`src/rtl/riscvibe_pkg.sv`:
```
// Shared types and constants for the RISC-Vibe pipeline front end.
// The IF/ID register layout is consumed as-is by id_stage.
package riscvibe_pkg;

  localparam logic [31:0] NOP_INSTR        = 32'h0000_0013;
  localparam logic [31:0] RESET_PC_DEFAULT = 32'h0000_0000;

  typedef struct packed {
    logic [31:0] pc;
    logic [31:0] pc_plus_4;
    logic [31:0] instruction;
    logic        valid;
  } if_id_reg_t;

  typedef struct packed {
    logic [31:0] pc;
    logic [31:0] instr;
    logic        filled;
  } fetch_entry_t;

  function automatic logic [31:0] word_align(input logic [31:0] addr);
    return {addr[31:2], 2'b00};
  endfunction

endpackage

```
`src/rtl/fetch_queue.sv`:
```
// Two-entry in-order fetch queue: entries are allocated at request accept,
// filled by in-order responses (oldest unfilled first) and popped at the head.
module fetch_queue
  import riscvibe_pkg::*;
(
  input  logic         clk,
  input  logic         rst_n,
  input  logic         clear_i,
  input  logic         alloc_i,
  input  logic [31:0]  alloc_pc_i,
  input  logic         fill_i,
  input  logic [31:0]  fill_data_i,
  input  logic         pop_i,
  output fetch_entry_t head_o,
  output logic [1:0]   count_o,
  output logic [1:0]   unfilled_o
);

  logic       head_q, head_d;
  logic       tail_q, tail_d;
  logic [1:0] count_q, count_d;

  fetch_entry_t [1:0] ent_w;
  logic [1:0]         slot_unf;
  logic               fill_idx;
  logic               fill_en;

  always_comb begin
    slot_unf = 2'b00;
    for (int i = 0; i < 2; i++) begin
      if (((count_q == 2'd2) || ((count_q == 2'd1) && (head_q == 1'(i)))) && !ent_w[i].filled) begin
        slot_unf[i] = 1'b1;
      end
    end
  end

  // Responses return in request order, so the oldest unfilled slot is the target.
  assign fill_idx   = slot_unf[head_q] ? head_q : ~head_q;
  assign fill_en    = fill_i && !clear_i && (slot_unf != 2'b00);
  assign unfilled_o = {1'b0, slot_unf[0]} + {1'b0, slot_unf[1]};

  for (genvar gi = 0; gi < 2; gi++) begin : g_slot
    fetch_entry_t ent_q, ent_d;

    always_comb begin
      ent_d = ent_q;
      if (fill_en && (fill_idx == 1'(gi))) begin
        ent_d.instr  = fill_data_i;
        ent_d.filled = 1'b1;
      end
      if (alloc_i && !clear_i && (tail_q == 1'(gi))) begin
        ent_d.pc     = alloc_pc_i;
        ent_d.instr  = NOP_INSTR;
        ent_d.filled = 1'b0;
      end
    end

    always_ff @(posedge clk or negedge rst_n) begin
      if (!rst_n) begin
        ent_q <= '{pc: 32'h0, instr: NOP_INSTR, filled: 1'b0};
      end else begin
        ent_q <= ent_d;
      end
    end

    assign ent_w[gi] = ent_q;
  end

  always_comb begin
    head_d  = head_q;
    tail_d  = tail_q;
    count_d = count_q;
    if (clear_i) begin
      head_d  = 1'b0;
      tail_d  = 1'b0;
      count_d = 2'd0;
    end else begin
      if (alloc_i) tail_d = ~tail_q;
      if (pop_i)   head_d = ~head_q;
      case ({alloc_i, pop_i})
        2'b10:   count_d = count_q + 2'd1;
        2'b01:   count_d = count_q - 2'd1;
        default: count_d = count_q;
      endcase
    end
  end

  always_ff @(posedge clk or negedge rst_n) begin
    if (!rst_n) begin
      head_q  <= 1'b0;
      tail_q  <= 1'b0;
      count_q <= 2'd0;
    end else begin
      head_q  <= head_d;
      tail_q  <= tail_d;
      count_q <= count_d;
    end
  end

  assign head_o  = ent_w[head_q];
  assign count_o = count_q;

endmodule

```
`src/rtl/if_stage.sv`:
```
// Instruction fetch: owns the PC, issues in-order imem requests, discards
// responses made stale by a redirect and presents the oldest fetch to IF/ID.
module if_stage
  import riscvibe_pkg::*;
#(
  parameter logic [31:0] RESET_PC = RESET_PC_DEFAULT
) (
  input  logic        clk,
  input  logic        rst_n,
  input  logic        stall,
  input  logic        flush,
  input  logic        redirect_valid,
  input  logic [31:0] redirect_pc,
  output logic        imem_req_valid,
  input  logic        imem_req_ready,
  output logic [31:0] imem_req_addr,
  input  logic        imem_rsp_valid,
  input  logic [31:0] imem_rsp_data,
  output if_id_reg_t  if_id_out
);

  logic [31:0]  pc_q, pc_d;
  logic [1:0]   drop_q, drop_d;
  logic [2:0]   drop_sum;

  fetch_entry_t head;
  logic [1:0]   count;
  logic [1:0]   unfilled;
  logic         head_live;
  logic         pop;
  logic         accept;
  logic         fill;
  logic [31:0]  out_pc;

  assign head_live = (count != 2'd0) && head.filled;
  assign pop       = head_live && !stall && !flush && !redirect_valid;
  assign accept    = imem_req_valid && imem_req_ready;
  assign fill      = imem_rsp_valid && (drop_q == 2'd0) && !redirect_valid;

  assign imem_req_valid = rst_n && !redirect_valid && (drop_q == 2'd0) && ((count != 2'd2) || pop);
  assign imem_req_addr  = pc_q;

  always_comb begin
    pc_d = pc_q;
    if (redirect_valid) begin
      pc_d = word_align(redirect_pc);
    end else if (accept) begin
      pc_d = pc_q + 32'd4;
    end
  end

  // Every in-flight request not yet answered becomes stale on a redirect;
  // a response arriving in the redirect cycle itself is one of them.
  assign drop_sum = {1'b0, drop_q} + {1'b0, unfilled};

  always_comb begin
    drop_d = drop_q;
    if (redirect_valid) begin
      if (imem_rsp_valid && (drop_sum != 3'd0)) begin
        drop_d = 2'(drop_sum - 3'd1);
      end else begin
        drop_d = 2'(drop_sum);
      end
    end else if (imem_rsp_valid && (drop_q != 2'd0)) begin
      drop_d = drop_q - 2'd1;
    end
  end

  always_ff @(posedge clk or negedge rst_n) begin
    if (!rst_n) begin
      pc_q   <= word_align(RESET_PC);
      drop_q <= 2'd0;
    end else begin
      pc_q   <= pc_d;
      drop_q <= drop_d;
    end
  end

  fetch_queue u_fetch_queue (
    .clk         (clk),
    .rst_n       (rst_n),
    .clear_i     (redirect_valid),
    .alloc_i     (accept),
    .alloc_pc_i  (pc_q),
    .fill_i      (fill),
    .fill_data_i (imem_rsp_data),
    .pop_i       (pop),
    .head_o      (head),
    .count_o     (count),
    .unfilled_o  (unfilled)
  );

  assign out_pc = (count != 2'd0) ? head.pc : 32'h0;

  always_comb begin
    if_id_out.pc          = out_pc;
    if_id_out.pc_plus_4   = out_pc + 32'd4;
    if_id_out.instruction = head_live ? head.instr : NOP_INSTR;
    if_id_out.valid       = head_live && !flush && !redirect_valid;
  end

endmodule

```
`config.mk`:
```
export PLATFORM = sky130hd
export DESIGN_NAME = if_stage
export DESIGN_NICKNAME = d
export VERILOG_FILES = /design/src/rtl/riscvibe_pkg.sv /design/src/rtl/fetch_queue.sv /design/src/rtl/if_stage.sv
export SDC_FILE = /design/constraint.sdc
export NUM_CORES = 1
export LEC_CHECK = 0
export ABC_AREA = 1
export BUFFER_PORTS_ARGS = -buffer_cell sky130_fd_sc_hd__buf_2
export CORE_ASPECT_RATIO = 1.1
export CORE_UTILIZATION = 55
export DETAILED_ROUTE_END_ITERATION = 8
export PLACE_DENSITY = 0.85
export SLEW_MARGIN = 5
export SYNTH_ARGS = -nofsm -noshare
export SYNTH_HDL_FRONTEND = slang
export SYNTH_SLANG_ARGS = --single-unit
```
`constraint.sdc`:
```
create_clock -name clk -period 4.12 [get_ports clk]
set_input_delay 0.412 -clock clk [delete_from_list [all_inputs] [get_ports clk]]
set_output_delay 0.412 -clock clk [all_outputs]
set_load 0.01 [all_outputs]
```
After elaboration in Yosys (flattened, before gate mapping)
Index checks and enable logic that the tools add are counted.
{"block": "word_totals", "output_inout_bits": 130, "ff_bits": 168, "elab_cells": 96}
{"block": "op_classes", "addsub": 8, "mux": 24, "magnitude_cmp": 1, "n_bitwise": 3, "n_reduce_logical": 44, "n_eq_ne": 5}
{"operator": "33-bit two-way mux", "count": 4}
{"operator": "65-bit two-way mux", "count": 2}
{"operator": "32-bit two-way mux", "count": 4}
{"operator": "32-bit by 3-bit adder with 32-bit output (second input constant)", "count": 2}
{"operator": "1-bit logical AND", "count": 25}
{"operator": "2-bit nonzero test", "count": 8}
{"operator": "1-bit two-way mux", "count": 9}
{"operator": "2-bit two-way mux", "count": 4}
{"operator": "3-bit nonzero test", "count": 2}
{"operator": "2-bit by 1-bit subtractor with 2-bit output (second input constant)", "count": 3}
{"operator": "1-bit zero test", "count": 5}
{"operator": "2-bit by 1-bit equality test with 1-bit output (second input constant)", "count": 2}
{"operator": "2-bit equality test (second input constant)", "count": 2}
{"operator": "2-bit one-hot mux with 2 select lines", "count": 1}
{"operator": "2-bit by 2-bit adder with 3-bit output", "count": 1}
{"operator": "1-bit logical OR", "count": 3}
{"operator": "1-bit inverter", "count": 3}
{"operator": "1-bit by 1-bit adder with 2-bit output", "count": 1}
{"operator": "2-bit by 1-bit adder with 2-bit output (second input constant)", "count": 1}
{"operator": "2-bit zero test", "count": 1}
{"operator": "1-bit by 2-bit less-than comparator with 1-bit output (second input constant)", "count": 1}
{"operator": "2-bit inequality test (second input constant)", "count": 1}

Depth between registers and ports, before layout
Gate-level depths: netlist of the first run.
{"block": "logic_depth", "depth_word": 12, "mapped_depth": 15}

Hierarchy
A second synthesis of the first run with hierarchy kept.
{"block": "unflattened", "hier_cells": 1607, "area_unflattened_um2": 10627.7}
{"module": "fetch_queue", "area_each_um2": 6486.2, "seq_area_each_um2": 3360.7, "n_inst": 1, "cells_per_inst": 850}
{"module": "if_stage", "area_each_um2": 4141.5, "seq_area_each_um2": 800.8, "n_inst": 1, "cells_per_inst": 757}

Least setup slack after synthesis of the first run
OpenSTA, ideal clock, no wires.
{"block": "synth_path", "path_kind": "register to output", "startpoint": "reg u_fetch_queue.count_q[0] (netlist: u_fetch_queue.count_o[0])", "endpoint": "out if_id_out[51] (netlist bit)", "path_buffers": 1, "t_arrival_ns": 2.193, "stages_incl_launch_ff": 14, "slack_ns": 1.515, "path_cell_list": "dfrtp_1 inv_1 ha_1 buf_2 nor2_1 o21ai_2 inv_2 ha_1 inv_1 nor2_1 nand2_1 nor2_2 nand2_1 xor2_1"}
{"item": "start, declared", "line_no": "fetch_queue.sv:21", "rtl": "logic [1:0] count_q, count_d;"}
{"item": "start signal, assigned", "line_no": "fetch_queue.sv:96", "rtl": "count_q <= count_d;"}
{"item": "end, declared", "line_no": "if_stage.sv:19", "rtl": "output if_id_reg_t if_id_out"}

==> impl_metrics.py, run 1 <==
metrics = {
    "synth": {
        "synthAdderAreaFrac_pct": 1.24,
        "synth-simple-area-share_pct": 37.3,
        "synthMuxAreaShare_pct": 0,
        "seq_area_frac_synth_pct": 41.9,
        "synth.distinct_cells": 41,
        "synth_top_family_by_area": "simple AND/OR/NAND/NOR gates",
        "syn_avg_cell_area_um2": 6.91,
        "ys_ff_latch": 162,
        "syn_inst": 1401,
        "synth_compound_area_share_pct": 7.30,
        "syn-cell-area_um2": 9690,
        "synth_xor_area_share_pct": 3.62,
        "yosysWarnings": 0,
    },
    "worst_setup_path": {
        "critical_path.max_fanout": 17,
        "cp.required_ps": 3710,
        "critPathLaunch": "u_fetch_queue.count_o[0]",
        "start_kind": "flop",
        "crit_buf_inv": 4,
        "r2r-end": "u_fetch_queue.ent_w[35]",
        "worstSetupEndpoint": "if_id_out[51]",
        "path_class": "reg -> out",
        "crit_family": "simple AND/OR/NAND/NOR gates",
        "cp_num_cells": 13,
        "slowest_delay_ps": 470,
        "cp-end-kind": "output pin",
        "r2r_cells": 11,
        "cp_slowest_cell": "ha_1",
        "crit_arrival_ps": 3130,
        "r2r-start": "u_fetch_queue.count_o[0]",
        "r2r_slack_ps": 980,
        "crit_chain": "inv_1 > ha_1 > nor2_1 > o21ai_2 > inv_2 > ha_1 > inv_1 > nor2_1 > nand2_1 > nor2_2 > nand2_1 > xor2_1 > buf_2",
    },
    "clock_network": {
        "cts_hold_buf": 1,
        "cts-resized-gates": 0,
        "post_cts_buffers": 0,
        "cts_tree": "built",
        "clk_pin_slew_ps": 60,
        "cts_buffer_depth": 2,
        "clk_latency_ps": 430,
        "cts_root_buffer": "clkbuf_16",
        "clkSinkCount": 162,
        "cts_buffers": 17,
        "htreeDepth": 4,
    },
    "floorplanning": {
        "io_pins": 201,
        "core_um2": 17100,
        "placementRows": 50,
        "start_util_pct": 56.5,
        "dieArea_um2": 18100,
        "fp.dieH_um": 141,
        "die_w_um": 129,
    },
    "sta": {
        "finalCritPeriodShare_pct": 86.0,
        "setup_viol": 0,
        "tightest_slew_ps": 1030,
        "fmax_ghz": 0.282,
        "rsz0062_at_grt": "false",
        "timing.hold.ws_ps": 229,
        "maxSlewViolCount": 0,
        "fin_skew_ps": 7.90,
        "final-hold-violation-count": 0,
        "tns_ps": 0,
        "period_needed_ps": 3540,
        "max_slew_margin_pct": 31.1,
    },
    "global_route": {
        "globalRouteOverflowTotal": 0,
        "grt_max_degree": 82,
        "grt_pass1_vias": 9041,
        "grt.total_usage_pct": 30.9,
        "grt_antenna_before_repair": 1,
        "grt_pass1_wl_um": 44000,
    },
    "power": {
        "switching_share_pct": 37.3,
        "p_seq_share_pct": 38.8,
        "p_comb_share_pct": 33.5,
        "p_int_w": 0.00393,
        "switchingPower_w": 0.00234,
        "power.leakage_nw": 6.11,
        "clkPwrFrac_pct": 27.7,
        "power.density_cell_area_nw_per_um2": 550,
        "vdd_drop_max_uv": 319,
    },
    "routing": {
        "dr.pass1.iters": 5,
        "drt-wirelength-per-cell_um": 15.0,
        "drt_wl_total_um": 27200,
        "drt-vias-per-instance": 5.35,
        "drt_iter0_drc": 805,
        "antenna_left": 0,
        "vias": 9682,
        "drc": 0,
    },
    "place": {
        "io_buffers": 192,
        "dpl.hpwl_um": 18700,
        "dpl_cell_area_um2": 10700,
        "gp_congestion": 0.943,
    },
    "final_layout": {
        "area_delta_synth_final_pct": 17.6,
        "fin_nets": 1641,
        "drive_gt1_share_pct": 18.6,
        "final_area_um2": 11400,
    },
    "run_status": {
        "status": "complete, no violations",
    },
    "hold_path": {
        "hp-class": "in -> reg",
    },
    "job": {
        "maxCapViolations": 0,
    },
}
## cells in the final DEF, fill, tap and decap left out, types with 17 or more instances in the layout
cell and n:
a21oi_1 37, o21ai_0 65, o21ai_1 25, buf_2 191, buf_4 18, nand3_1 151
nor2_1 150, clkbuf_16 17, inv_1 104, xor2_1 36, dfrtp_1 155, nand2_1 513
## final cells by class
cell class | count | area [um2]
fill | 1550 | 5750
tap | 234 | 293
multi-input combinational | 1053 | 4830
sequential | 162 | 4060
antenna | 1 | 2.50
inverter | 115 | 434
timing repair buffer | 212 | 1130
clock inverter | 13 | 209
clock buffer | 19 | 433
## flip-flops by register name, indices dropped and copies added (netlist names)
register and flops:
u_fetch_queue.head_q 1, u_fetch_queue.count_o 2, imem_req_addr 30, u_fetch_queue.ent_w 126, u_fetch_queue.tail_q 1, drop_q 2
## routing by layer
metal | GRT usage [%] | vias to the layer above | wire, um | share of wire (%)
met5 | 0 | - | 0 | 0
met4 | 12.3 | 0 | 764 | 2.8
met3 | 5.81 | 59 | 2040 | 7.5
met2 | 49.1 | 424 | 12800 | 47
met1 | 41.8 | 4503 | 11600 | 43
li1 | - | 4696 | - | -
## worst min path at each step
stage | from | endpoint | slack, ps | cells past startpoint
2_1_floorplan | rst_n | drop_q[0] | 120 | 0
3_3_place_gp | rst_n | imem_req_addr[14] | 210 | 1
3_5_place_dp | rst_n | imem_req_addr[24] | 210 | 1
4_1_cts | imem_rsp_data[22] | u_fetch_queue.ent_w[23] | 220 | 3
5_1_grt | imem_rsp_data[25] | u_fetch_queue.ent_w[26] | 230 | 3
6_report | imem_rsp_data[31] | u_fetch_queue.ent_w[97] | 230 | 3
## Yosys cell counts, drive strengths merged
cell | n | area (um2)
buf | 47 | 287
conb | 1 | 3.75
dfrtp | 156 | 3900
a21oi | 37 | 185
nand3b | 3 | 22.5
nand3 | 151 | 756
or2 | 7 | 43.8
xnor2 | 4 | 35.0
a31oi | 1 | 6.26
a41oi | 1 | 8.76
o21ai | 91 | 459
fa | 1 | 20.0
xor2 | 36 | 315
inv | 115 | 434
nand2 | 518 | 1960
a211oi | 2 | 25.0
nand4 | 9 | 77.6
dfstp | 6 | 158
clkbuf | 29 | 110
a21boi | 3 | 22.5
ha | 8 | 100
and2 | 1 | 8.76
nor2 | 167 | 674
nor3 | 7 | 72.6
## power by group through the flow
stage                     clock network (W)  logic [W]  registers, W
after floorplan                           0    0.00141       0.00237
after global placement                    0    0.00200       0.00242
after detailed placement                  0    0.00208       0.00244
after CTS                           0.00175    0.00210       0.00242
after global routing                0.00183    0.00236       0.00248
final                               0.00174    0.00210       0.00243
## worst register-to-register path, stage by stage (launching register included)
cell,delay [ps]
dfrtp_1,390
inv_1,80
ha_1,470
inv_1,240
nand2_1,120
nor2_4,170
nand4_2,160
nand2_2,140
nand4_4,570
buf_4,510
nand2_1,90
o21ai_0,80
## metrics by stage
stage	setup slack, ps	total power [W]	instances	util [%]
after floorplan	1510	0.00378	1406	-
after global placement	1080	0.00442	1775	62.6
after detailed placement	1020	0.00452	1775	62.6
after CTS	586	0.00627	1808	66.5
after global routing	322	0.00667	1809	66.5
final	578	0.00627	1809	66.5
## cell families after synthesis
| family | Yosys count |
|---|---|
| other | 1 |
| xor gates and xnor gates | 40 |
| AOI/OAI and AO/OA | 135 |
| adders and majority gates | 9 |
| DFF | 162 |
| and+or+nand+nor | 863 |
| buffers and inverters | 191 |
No activity file was read; power rests on OpenSTA's default activity.
==> inputs of run 2 (changes only) <==
--- a/config.mk
+++ b/config.mk
@@ -10,8 +10,9 @@
 export CORE_ASPECT_RATIO = 1.1
 export CORE_UTILIZATION = 55
 export DETAILED_ROUTE_END_ITERATION = 8
-export PLACE_DENSITY = 0.85
+export PLACE_DENSITY = 0.84
 export SLEW_MARGIN = 5
 export SYNTH_ARGS = -nofsm -noshare
 export SYNTH_HDL_FRONTEND = slang
+export SYNTH_HIERARCHICAL = 1
 export SYNTH_SLANG_ARGS = --single-unit
==> impl_metrics.py, run 2 <==
metrics = {
    "run_status": {
        "status": "complete, no violations",
    },
    "final_layout": {
        "layout_common_cells": "nand2_1 (648), inv_1 (198), buf_2 (195)",
        "area_delta_synth_final_pct": 14.9,
        "final_common_cell": "nand2_1",
        "largest_reg_flops": 130,
        "fin_nets": 1840,
        "fin_cells": 2013,
        "fin_util_pct": 65.4,
        "nFillCells": 1631,
        "insertedDiodeCount": 0,
        "drive_gt1_share_pct": 17.2,
    },
    "floorplanning": {
        "die_w_um": 135,
        "io_pins": 201,
        "placementRows": 52,
        "fp.dieH_um": 148,
        "dieArea_um2": 19900,
        "start_util_pct": 56.9,
        "core_um2": 18700,
    },
    "clock_network": {
        "post_cts_buffers": 0,
        "cts_buffers": 17,
        "cts_tree": "built",
        "htreeDepth": 4,
        "cts-resized-gates": 0,
        "clkSinkCount": 166,
        "cts_hold_buf": 0,
        "clk_pin_slew_ps": 60,
        "cts_buffer_depth": 2,
        "cts_root_buffer": "clkbuf_16",
        "clk_latency_ps": 430,
    },
    "synth": {
        "synth-edff-count": 0,
        "seq_area_frac_synth_pct": 39.2,
        "syn-cell-area_um2": 10600,
        "yosys-top-cells-count": "nand2_1 (648), inv_1 (198), dfrtp_1 (160)",
        "synth.distinct_cells": 40,
        "syn_inst": 1607,
        "ys_ff_latch": 166,
        "yosysWarnings": 6,
        "syn_avg_cell_area_um2": 6.61,
        "synth_most_common_cell": "nand2_1",
        "ys_top_cells_by_area": "dfrtp_1 (38%), nand2_1 (23%), inv_1 (7.0%), nand3_1 (5.6%), nor2_1 (5.1%)",
        "synth_top_area_cell": "dfrtp_1",
        "async_reset_ff_share_pct": 100,
        "synth_top_area_share_pct": 37.7,
        "synth_ff_type": "dfrtp_1",
    },
    "global_route": {
        "grtUsageMet1_pct": 40.7,
        "globalRouteOverflowTotal": 0,
        "grt_pass1_vias": 9420,
        "grt_max_degree": 167,
        "grt_antenna_before_repair": 0,
        "grt_pass1_wl_um": 45800,
        "grt.total_usage_pct": 28.9,
        "globalRouteMet3Util_pct": 3.91,
        "busiest_layer": "met2",
        "grt_use_met2_pct": 45.7,
    },
    "sta": {
        "fin_skew_ps": 8.29,
        "maxSlewViolCount": 0,
        "fmax_ghz": 0.290,
        "setup_slack_ps": 670,
        "timing.hold.ws_ps": 77.8,
        "setup_viol": 0,
        "final-hold-violation-count": 0,
        "period_needed_ps": 3450,
        "max_slew_margin_pct": 13.8,
        "tightest_slew_ps": 1290,
        "rsz0062_at_grt": "false",
        "finalCritPeriodShare_pct": 83.7,
        "tns_ps": 0,
    },
    "routing": {
        "dr.pass1.iters": 6,
        "drc": 0,
        "antenna_left": 0,
        "drt-vias-per-instance": 5.25,
        "vias": 10600,
        "drt_wl_total_um": 28100,
        "drt_iter0_drc": 903,
        "drt-wirelength-per-cell_um": 14.0,
    },
    "worst_setup_path": {
        "r2r_cells": 14,
        "cp-end-kind": "output pin",
        "crit_arrival_ps": 3040,
        "cp.required_ps": 3710,
        "r2r_slack_ps": 1030,
        "start_kind": "flop",
        "path_class": "reg -> out",
        "critical_path.max_fanout": 34,
    },
    "power": {
        "power.density_cell_area_nw_per_um2": 506,
        "power.leakage_nw": 6.84,
        "vdd_drop_max_uv": 441,
    },
    "place": {
        "dpl.hpwl_um": 18800,
        "io_buffers": 196,
        "dp_cells": 1983,
        "dp_slack_ps": 1120,
        "gp_congestion": 0.983,
    },
    "hold_path": {
        "hp-class": "in -> async",
    },
    "job": {
        "maxCapViolations": 0,
    },
}
-- run 2: layout make-up --
cell class / instances / area (um2) / area share [%]
Tap cell: 243 / 304 / 2.49
Inverter: 203 / 767 / 6.28
Clock buffer: 21 / 450 / 3.69
Clock inverter: 9 / 153 / 1.25
Sequential cell: 166 / 4160 / 34.1
Multi-Input combinational cell: 1163 / 5290 / 43.3
Timing Repair Buffer: 208 / 1090 / 8.92
-- run 2: path summary, 6_finish.rpt --
path	startpoint	to
min in group clk	redirect_pc[28]	imem_req_addr[28]
setup reg to reg	u_fetch_queue/head_q	u_fetch_queue/ent_w[2]
max in group asynchronous	rst_n	u_fetch_queue/head_q
setup / recovery	u_fetch_queue/head_q	if_id_out[49]
hold / removal	rst_n	imem_req_addr[10]
hold reg to reg	u_fetch_queue/ent_w[38]	u_fetch_queue/ent_w[38]
-- run 2: where the power goes --
part	switching, W	internal, W
Sequential	0.000302	0.00205
Clock	0.000624	0.00102
Combinational	0.00141	0.000768
-- run 2: cells by family after synthesis --
family / after synthesis / synth area share (%)
flip-flops: 166 / 39.2
buffers and inverters: 281 / 11.3
other: 1 / 0.0353
adder cells (fa/ha/maj): 10 / 1.25
AND/OR/NAND/NOR: 1023 / 41.5
AO/OA/AOI/OAI: 108 / 5.29
XOR/XNOR: 18 / 1.48
-- run 2: per-layer routing --
layer | up-vias | wire length (um)
li1 | 5226 | -
met1 | 4790 | 12000
met2 | 496 | 13300
met3 | 53 | 2160
met4 | 0 | 690
met5 | - | 0
-- run 2: metrics by stage --
| stage | power (W) | cell area [um2] |
|---|---|---|
| finish | 0.00618 | 12200 |
| global route | 0.00657 | 12200 |
| CTS | 0.00618 | 12200 |
| detailed placement | 0.00452 | 11600 |
| global placement | 0.00443 | 11600 |
| floorplan | 0.00384 | 10600 |
-- run 2: worst max-delay path: stages, from the launching register on --
cell     delay [ps]
dfrtp_2         430
buf_4           380
nand2_1          90
nand2_1          80
inv_1            40
nor2_2          230
ha_1            330
nand3_2         150
nor2_1          350
nand3_1         190
xnor2_1         170
buf_2           160
